===== src/rtl/seq_mantissa_multiplier_pkg.sv =====
// Shared types and constants for the sequential mantissa multiplier.
// State encodings are fixed; the unused code 2'd3 is treated as IDLE by the FSM.
package seq_mantissa_multiplier_pkg;

  typedef enum logic [1:0] {
    ST_IDLE = 2'd0,
    ST_CALC = 2'd1,
    ST_DONE = 2'd2
  } state_e;

  // FP32 mantissa geometry used by the enclosing FP multiply path.
  localparam int MANT_W = 24;
  localparam int PROD_W = 48;

  function automatic int cnt_width(input int n);
    return (n <= 1) ? 1 : $clog2(n);
  endfunction

endpackage


===== src/rtl/seq_mantissa_multiplier_pp_group.sv =====
// Combinational partial product of a small multiplier group and a wide multiplicand,
// built as a sum of conditionally selected shifted copies of the multiplicand.
module mult_pp_group #(
  parameter int WIDTH          = 24,
  parameter int BITS_PER_CYCLE = 1
) (
  input  logic [2*WIDTH-1:0]        i_mcand,
  input  logic [BITS_PER_CYCLE-1:0] i_grp,
  output logic [2*WIDTH-1:0]        o_pp
);

  always_comb begin
    // NOTE: assign a default before the loop so no path leaves o_pp unassigned (no latch).
    o_pp = '0;
    for (int k = 0; k < BITS_PER_CYCLE; k++) begin
      if (i_grp[k]) o_pp = o_pp + (i_mcand << k);
    end
  end

endmodule


===== src/rtl/seq_mantissa_multiplier.sv =====
// Multi-cycle unsigned shift-add multiplier retiring BITS_PER_CYCLE multiplier bits
// per clock, with valid/ready handshakes and optional early exit on a zero multiplier.
module seq_mantissa_multiplier
  import seq_mantissa_multiplier_pkg::*;
#(
  parameter int WIDTH          = 24,
  parameter int BITS_PER_CYCLE = 1,
  parameter bit EARLY_EXIT     = 1'b0
) (
  input  logic                 clk,
  input  logic                 rst_n,
  input  logic                 in_valid,
  output logic                 in_ready,
  input  logic [WIDTH-1:0]     a,
  input  logic [WIDTH-1:0]     b,
  output logic                 out_valid,
  input  logic                 out_ready,
  output logic [2*WIDTH-1:0]   out,
  output logic                 busy
);

  localparam int N  = WIDTH / BITS_PER_CYCLE;
  localparam int CW = cnt_width(N);

  if (BITS_PER_CYCLE < 1 || (WIDTH % BITS_PER_CYCLE) != 0) begin : g_param_check
    $fatal(1, "seq_mantissa_multiplier: BITS_PER_CYCLE must divide WIDTH");
  end

  state_e               r_state;
  logic [2*WIDTH-1:0]   r_mcand;
  logic [WIDTH-1:0]     r_mplier;
  logic [2*WIDTH-1:0]   r_acc;
  logic [CW-1:0]        r_cnt;
  logic [2*WIDTH-1:0]   r_out;
  logic                 r_out_valid;
  logic                 r_busy;

  logic [2*WIDTH-1:0]   w_pp;
  logic [2*WIDTH-1:0]   w_sum;
  logic [WIDTH-1:0]     w_mplier_next;
  logic                 w_last;
  logic                 w_accept;

  mult_pp_group #(
    .WIDTH          (WIDTH),
    .BITS_PER_CYCLE (BITS_PER_CYCLE)
  ) u_pp_group (
    .i_mcand (r_mcand),
    .i_grp   (r_mplier[BITS_PER_CYCLE-1:0]),
    .o_pp    (w_pp)
  );

  assign w_sum         = r_acc + w_pp;
  assign w_mplier_next = r_mplier >> BITS_PER_CYCLE;
  assign w_last        = (r_cnt == '0) || (EARLY_EXIT && (w_mplier_next == '0));

  // DONE lets a new operand pair in on the same edge the product is consumed.
  assign in_ready = (r_state == ST_CALC) ? 1'b0 :
                    (r_state == ST_DONE) ? out_ready : 1'b1;
  assign w_accept = in_valid & in_ready;

  always_ff @(posedge clk or negedge rst_n) begin
    // NOTE: datapath registers are reset too, so an aborted operation leaves nothing behind.
    if (!rst_n) begin
      r_state     <= ST_IDLE;
      r_mcand     <= '0;
      r_mplier    <= '0;
      r_acc       <= '0;
      r_cnt       <= '0;
      r_out       <= '0;
      r_out_valid <= 1'b0;
      r_busy      <= 1'b0;
    end else if (w_accept) begin
      // NOTE: non-blocking assignments so every register samples pre-edge values.
      r_state     <= ST_CALC;
      r_mcand     <= {{WIDTH{1'b0}}, a};
      r_mplier    <= b;
      r_acc       <= '0;
      r_cnt       <= CW'(N - 1);
      r_out_valid <= 1'b0;
      r_busy      <= 1'b1;
    end else begin
      case (r_state)
        ST_CALC: begin
          r_acc    <= w_sum;
          r_mcand  <= r_mcand << BITS_PER_CYCLE;
          r_mplier <= w_mplier_next;
          r_cnt    <= r_cnt - 1'b1;
          if (w_last) begin
            r_out       <= w_sum;
            r_out_valid <= 1'b1;
            r_busy      <= 1'b0;
            r_state     <= ST_DONE;
          end
        end
        ST_DONE: begin
          if (out_ready) begin
            r_out_valid <= 1'b0;
            r_state     <= ST_IDLE;
          end
        end
        default: r_state <= ST_IDLE;
      endcase
    end
  end

  assign out_valid = r_out_valid;
  assign busy      = r_busy;
  assign out       = r_out;

endmodule


===== config.mk =====
export PLATFORM = sky130hd
export DESIGN_NAME = seq_mantissa_multiplier
export DESIGN_NICKNAME = d
export VERILOG_FILES = /design/src/rtl/seq_mantissa_multiplier_pkg.sv /design/src/rtl/seq_mantissa_multiplier_pp_group.sv /design/src/rtl/seq_mantissa_multiplier.sv
export SDC_FILE = /design/constraint.sdc
export NUM_CORES = 1
export LEC_CHECK = 0
export ABC_CLOCK_PERIOD_IN_PS = 4700
export CAP_MARGIN = 20
export CORE_AREA = 3 3 107 186
export DETAILED_ROUTE_END_ITERATION = 12
export DIE_AREA = 0 0 110 189
export GPL_ROUTABILITY_DRIVEN = 0
export HOLD_SLACK_MARGIN = 0.06
export PLACE_DENSITY = 0.78
export SLEW_MARGIN = 15
export SYNTH_ARGS = -nofsm -noshare
export SYNTH_HDL_FRONTEND = slang
export SYNTH_SLANG_ARGS = --single-unit

===== constraint.sdc =====
create_clock -name clk -period 4.7 [get_ports clk]
set_input_delay 1.41 -clock clk [delete_from_list [all_inputs] [get_ports clk]]
set_output_delay 1.41 -clock clk [all_outputs]
set_load 0.01 [all_outputs]

==> results of run 1 <==
==> state kept, by name, indices dropped and copies added (netlist names) <==
signal	cells
busy	1
r_cnt	5
r_acc	48
out_valid	1
r_mcand	48
r_mplier	24
r_state	2
out	48
==> final timing paths <==
path | slack (ps) | end | cells past startpoint | start
min in group asynchronous | 1050 | r_acc[44]$_DFFE_PN0P_ | 1 | rst_n
hold / removal | 470 | out[0]$_DFFE_PN0P_ | 2 | out[0]$_DFFE_PN0P_
setup / recovery | 610 | in_ready | 4 | out_ready
max in group asynchronous | 2780 | r_acc[20]$_DFFE_PN0P_ | 2 | rst_n
hold reg to reg | 470 | out[0]$_DFFE_PN0P_ | 2 | out[0]$_DFFE_PN0P_
setup reg to reg | 1070 | r_acc[40]$_DFFE_PN0P_ | 12 | r_mplier[0]$_DFFE_PN0P_
==> power breakdown <==
part / switching (mW) / internal (mW) / total [mW]
Clock: 0.604 / 0.814 / 1.42
Combinational: 2.75 / 1.90 / 4.65
Sequential: 0.486 / 2.24 / 2.73
Total: 3.84 / 4.96 / 8.80
==> routing by layer <==
layer / GRT usage [%] / part of all wire, %
met3: 3.99 / 4.6
met5: 0 / 0
met1: 31.8 / 39
met4: 12.4 / 3.7
met2: 46.4 / 53
==> cell type report <==
| class | instances | area (µm²) |
|---|---|---|
| Clock buffer | 24 | 472 |
| Tap cell | 238 | 298 |
| Inverter | 12 | 45.0 |
| Timing Repair Buffer | 122 | 1210 |
| Sequential cell | 177 | 4430 |
| Fill cell | 1569 | 6440 |
| Clock inverter | 8 | 104 |
| Multi-Input combinational cell | 931 | 5590 |
==> worst max-delay path: stages <==
cell and delay (ps):
clkdlybuf4s50_1 390, nor3b_1 280, nor2_1 110, clkdlybuf4s50_1 490
==> per-stage QoR <==
stage	hold WS [ps]	util, %
finish	473	65.4
CTS	477	65.3
detailed placement	462	62.2
floorplan	446	-
global route	501	65.4
global placement	458	62.2
==> cells in the final DEF (no fill, tap or decap), types with 6 or more instances in the layout <==
| cell type | n |
|---|---|
| ha_1 | 49 |
| a21oi_1 | 54 |
| nor3_1 | 12 |
| o21bai_1 | 6 |
| inv_1 | 12 |
| a21o_1 | 29 |
| clkdlybuf4s50_1 | 101 |
| o21ai_0 | 82 |
| o211ai_1 | 15 |
| and2_1 | 53 |
| buf_4 | 17 |
| nor2_1 | 47 |
| nand2_1 | 259 |
| o21a_1 | 6 |
| a22oi_1 | 49 |
| o21ai_1 | 32 |
| nand3_1 | 50 |
| clkbuf_16 | 17 |
| xor2_1 | 18 |
| nand4_1 | 20 |
| or3_1 | 9 |
| a22o_1 | 10 |
| xnor2_1 | 21 |
| nand2b_1 | 6 |
| a211oi_1 | 7 |
| dfrtp_1 | 177 |
==> cell families (layout without fill, tap and decap cells) <==
group           Yosys count  after routing
xor+xnor                 39             39
flops                   177            177
simple gates            494            494
buf+inv                  89            166
fa+ha+maj                50             50
compound gates          341            341
mux                       7              7
==> results.md, run 1 <==
- Rel. slew slack: 24.5%
- Status: finished, final reports clean
- Starting Density: 55.7%
- Antenna diode count: 0
- Synth Area in Compound Gates: 21.7%
- Vias in the first global route: 9324
- Cts repair resizes: 0
- Commonest cells post-synth: 260 x nand2_1, 177 x dfrtp_1, 82 x o21ai_0
- Critical path required time: 3290 ps
- Placed wire-length estimate: 18500 µm
- Rows: 66
- Leakage power: 5.55 nW
- Global route overflow: 0
- Adder-Cell Fraction of Synth Area: 6.12%
- Power Total: 8.80 mW
- Via density per instance: 6.03
- Max Fclk: 244 MHz
- Worst Slack Setup Final: 606 ps
- Hold Crit Class: flop to flop
- Area grow syn2layout: 17.4%
- Overall Global Routing Usage: 26.7%
- Post-route clock period utilization: 87.1%
- Max Cap Viol: 0
- Finished Layout Cells: 1512
- WL per Instance: 17.6 µm
- Cts hold-fix bufs: 0
- P per Cell Area: 725 nW/µm²
- Pre-CTS setup slack: 589 ps
- Xor and xnor area share after synthesis: 3.30%
- Simple-gate share of the synthesized area: 22.0%
- Startpoint Class: input pin
- DRC Markers: 0
- Core area: 18600 µm²
- Yosys cell types: 70
- Clk sink count: 177
- Die Area: 20800 µm²
- Final ANT Viol Nets: 0
- Clock transition at path regs: 60 ps
- Mapped cell area: 10300 µm²
- Largest net degree at the start of global routing: 100
- Placed Cells: 1480
- Post-DP Area: 11600 µm²
- Worst-Margin Slew: 1130 ps
- Crit. End Element: primary output
- Root buffer cell: clkbuf_16
- Detailed Route Iter0 Violations: 440
- Io pins: 103
- Clock Path Buffers: 2
- Setup TNS: 0 ps
- Final wirelength: 26600 µm
- Postcts setup bufs: 0
- Worst Skew: 10.5 ps
- Die X: 110 µm
- CTS tree: yes
- Port-buffer cells: 102
- Mux contribution to synthesized area: 0.714%
- Die Ht: 189 µm
- Worst vdd rail ir drop: 681 µV
- Share of cells above drive strength 1: 5.18%
- Arrival time worst endpoint: 2680 ps
- Synth top area cells: dfrtp_1 43%, nand2_1 9.4%, ha_1 5.9%
- Vias: 9111
- Finish-stage setup viols: 0
- Post-synth top flop: dfrtp_1
- Yosys top cell area share: 42.8%
- Slew Limit Fails: 0
- Syn Area/Cell: 8.64 µm²
- Global-route wire length before repair: 44500 µm
- Mapped Cells: 1197
- Cts bufs inserted: 17
- RSZ-0062 raised after global routing: false
- Largest family of logic cells by synthesized area: simple AND/OR/NAND/NOR gates
- Clock latency on the worst-skew pair: 440 ps
- Detailed Routing Iterations Pass 1: 5
- Worst Setup Path Type: input pin to primary output
- Final Hold Fails: 0
- Antenna violations before repair: 0
- H-tree levels: 4
- Yosys top cell by area: dfrtp_1
- Post-Syn Nets: 1299
- #FFs+latches synth: 177
- YS warnings: 0
- Most common cell in the netlist: nand2_1
- Post-synth ARST share: 100%
- Post-layout nets: 1363
- Post-route cell area: 12100 µm²
- Number of synthesized flops with an enable pin: 0
- Max FO, Critical Path: 3
- Min Tclk post-route: 4090 ps
- Post-synthesis sequential area ratio: 42.8%
Power figures use the tool's default switching activity.
==> inputs of run 2 (changes only) <==
--- a/config.mk
+++ b/config.mk
@@ -17,3 +17,4 @@
 export SYNTH_ARGS = -nofsm -noshare
 export SYNTH_HDL_FRONTEND = slang
 export SYNTH_SLANG_ARGS = --single-unit
+export TNS_END_PERCENT = 100
==> results of run 2 <==
Final layout, timing and power as in run 1 (identical DEF).
==> inputs of run 3 (changes only) <==
--- a/config.mk
+++ b/config.mk
@@ -7,9 +7,9 @@
 export LEC_CHECK = 0
 export ABC_CLOCK_PERIOD_IN_PS = 4700
 export CAP_MARGIN = 20
-export CORE_AREA = 3 3 107 186
+export CORE_AREA = 5 5 109 188
 export DETAILED_ROUTE_END_ITERATION = 12
-export DIE_AREA = 0 0 110 189
+export DIE_AREA = 0 0 114 193
 export GPL_ROUTABILITY_DRIVEN = 0
 export HOLD_SLACK_MARGIN = 0.06
 export PLACE_DENSITY = 0.78
==> run 3 against run 2 <==
Against the previous run:
- register-to-register slack gained 130 ps
- combinational power about the same
- flip-flop and latch count unchanged
- sequential power barely moved
- sequential share of layout area is 0.13 points higher
- non-clock buffer count fell by 7
- hold slack better by 3.2 ps
- die area increased by 5.8%
- via count down 0.23%
- total power fell by 0.36%
- critical endpoint unchanged
==> results.md, run 3 (synthesis results as in run 1) <==
- Slew Limit Fails: 0 (unchanged)
- Largest net degree at the start of global routing: 98 (was 100)
- Arrival time worst endpoint: 2710 ps (was 2680 ps)
- Rows: 67 (was 66)
- Hold Crit Class: flop to flop (unchanged)
- Crit. End Element: primary output (unchanged)
- Critical path required time: 3290 ps (about the same)
- Share of cells above drive strength 1: 5.05% (was 5.18%)
- Clk sink count: 177 (unchanged)
- Postcts setup bufs: 0 (unchanged)
- Die X: 114 µm (was 110 µm)
- RSZ-0062 raised after global routing: false (unchanged)
- Commonest non-fill, non-tap cell in the layout: nand2_1 (unchanged)
- Slowest CP cell: clkdlybuf4s50_1 (unchanged)
- Global-route wire length before repair: 43800 µm (was 44500 µm)
- Clock transition at path regs: 70 ps (was 60 ps)
- Detailed Route Iter0 Violations: 438 (was 440)
- Startpoint Class: input pin (unchanged)
- Post-layout nets: 1356 (was 1363)
- Max Cap Viol: 0 (unchanged)
- Die Ht: 193 µm (was 189 µm)
- Reg-to-reg startpoint: r_mplier[0]$_DFFE_PN0P_ (unchanged)
- Rel. slew slack: 25.4% (was 24.5%)
- DRC Markers: 0 (unchanged)
- P per Cell Area: 725 nW/µm² (about the same)
- Clock Path Buffers: 2 (unchanged)
- Core area: 18900 µm² (was 18600 µm²)
- Cts bufs inserted: 17 (unchanged)
- Area grow syn2layout: 17.0% (was 17.4%)
- Vias: 9090 (was 9111)
- WL per Instance: 17.5 µm (was 17.6 µm)
- H-tree levels: 4 (unchanged)
- Cts hold-fix bufs: 0 (unchanged)
- Final wirelength: 26500 µm (was 26600 µm)
- Worst vdd rail ir drop: 784 µV (was 681 µV)
- Overall Global Routing Usage: 24.6% (was 26.7%)
- Max stage delay on crit path: 500 ps (was 490 ps)
- Via density per instance: 6.03 (about the same)
- Setup TNS: 0 ps (unchanged)
- Leakage power: 5.53 nW (was 5.55 nW)
- Worst Setup Path Type: input pin to primary output (unchanged)
- Die Area: 22000 µm² (was 20800 µm²)
- Worst-Margin Slew: 1120 ps (was 1130 ps)
- Port-buffer cells: 102 (unchanged)
- Io pins: 103 (unchanged)
- Global route overflow: 0 (unchanged)
- Final ANT Viol Nets: 0 (unchanged)
- Most frequent cells in the layout: 258 x nand2_1, 177 x dfrtp_1, 101 x clkdlybuf4s50_1 (was 259 x nand2_1, 177 x dfrtp_1, 101 x clkdlybuf4s50_1)
- Crit path from: out_ready (unchanged)
- Detailed Routing Iterations Pass 1: 5 (unchanged)
- Final Util: 64.2% (was 65.4%)
- Post-route clock period utilization: 87.7% (was 87.1%)
- Root buffer cell: clkbuf_16 (unchanged)
- Antenna violations before repair: 0 (unchanged)
- Max FO, Critical Path: 3 (unchanged)
- Vias in the first global route: 9175 (was 9324)
- Finish-stage setup viols: 0 (unchanged)
- CTS tree: yes (unchanged)
- Max Fclk: 243 MHz (was 244 MHz)
- Worst hold path startpoint: out[0]$_DFFE_PN0P_ (unchanged)
- Fillers: 1613 (was 1569)
- Final Hold Fails: 0 (unchanged)
- Clock latency on the worst-skew pair: 440 ps (about the same)
- Placed wire-length estimate: 18200 µm (was 18500 µm)
- Critical path's most frequent cell: clkdlybuf4s50_1 (unchanged)
- Min Tclk post-route: 4120 ps (was 4090 ps)
- Antenna diode count: 0 (unchanged)
- Cts repair resizes: 0 (unchanged)
- Starting Density: 54.8% (was 55.7%)
- Status: finished, final reports clean (unchanged)
- Worst Skew: 14.3 ps (was 10.5 ps)
- Critical-path cell list: clkdlybuf4s50_1 -> nor3b_1 -> nor2_1 -> clkdlybuf4s50_1 (unchanged)
==> run 3: changes by cell type in the layout (fill, tap and decap cells not counted), moves of 2 or more <==
| cell | delta |
|---|---|
| clkinv_4 | +2 |
| inv_6 | +2 |
| buf_4 | -6 |
| clkbuf_1 | -4 |
==> run 3: layer usage <==
| metal | GRT usage [%] | routed length [µm] | vias up |
|---|---|---|---|
| met2 | 44.6 | 14000 | 243 |
| met4 | 11.8 | 965 | 0 |
| met1 | 27.9 | 10300 | 4419 |
| met5 | 0 | 0 | - |
| li1 | - | - | 4356 |
| met3 | 4.12 | 1100 | 72 |
==> run 3: power by group <==
part | internal (mW) | switching (mW) | total [mW]
registers | 2.24 | 0.454 | 2.70
logic | 1.86 | 2.77 | 4.63
clock network | 0.808 | 0.637 | 1.44
==> run 3: area by class of cell <==
cell class / instances / area (µm²) / area share (%)
Tap cell: 241 / 302 / 2.49
Timing Repair Buffer: 115 / 1140 / 9.46
Multi-Input combinational cell: 931 / 5580 / 46.1
Clock buffer: 19 / 443 / 3.66
Inverter: 12 / 45.0 / 0.372
Clock inverter: 13 / 153 / 1.26
Sequential cell: 177 / 4430 / 36.6
==> run 3: final timing paths <==
| kind | slack [ps] | depth (start not counted) | to |
|---|---|---|---|
| max | 580 | 4 | in_ready |
| min | 480 | 2 | out[0]$_DFFE_PN0P_ |
| max reg2reg | 1200 | 13 | out[46]$_DFFE_PN0P_ |
| min reg2reg | 480 | 2 | out[0]$_DFFE_PN0P_ |
| max in group asynchronous | 2830 | 2 | r_mcand[19]$_DFFE_PN0P_ |
| min in group asynchronous | 970 | 1 | out[42]$_DFFE_PN0P_ |
==> run 3: stage by stage <==
stage / hold slack [ps] / instance area (µm²) / std cells / worst slack (ps) / total power [mW]
floorplan: 446 / 10300 / 1197 / 1520 / 5.90
global placement: 458 / 11500 / 1476 / 597 / 7.14
detailed placement: 462 / 11500 / 1476 / 584 / 7.30
CTS: 479 / 12100 / 1508 / 581 / 8.79
global route: 498 / 12100 / 1508 / 512 / 9.47
finish: 476 / 12100 / 1508 / 578 / 8.77
==> run 3: worst max-delay path, delay by kind of cell <==
family,cells,cell delay (ps)
buf+inv,2,890
simple gates,2,400
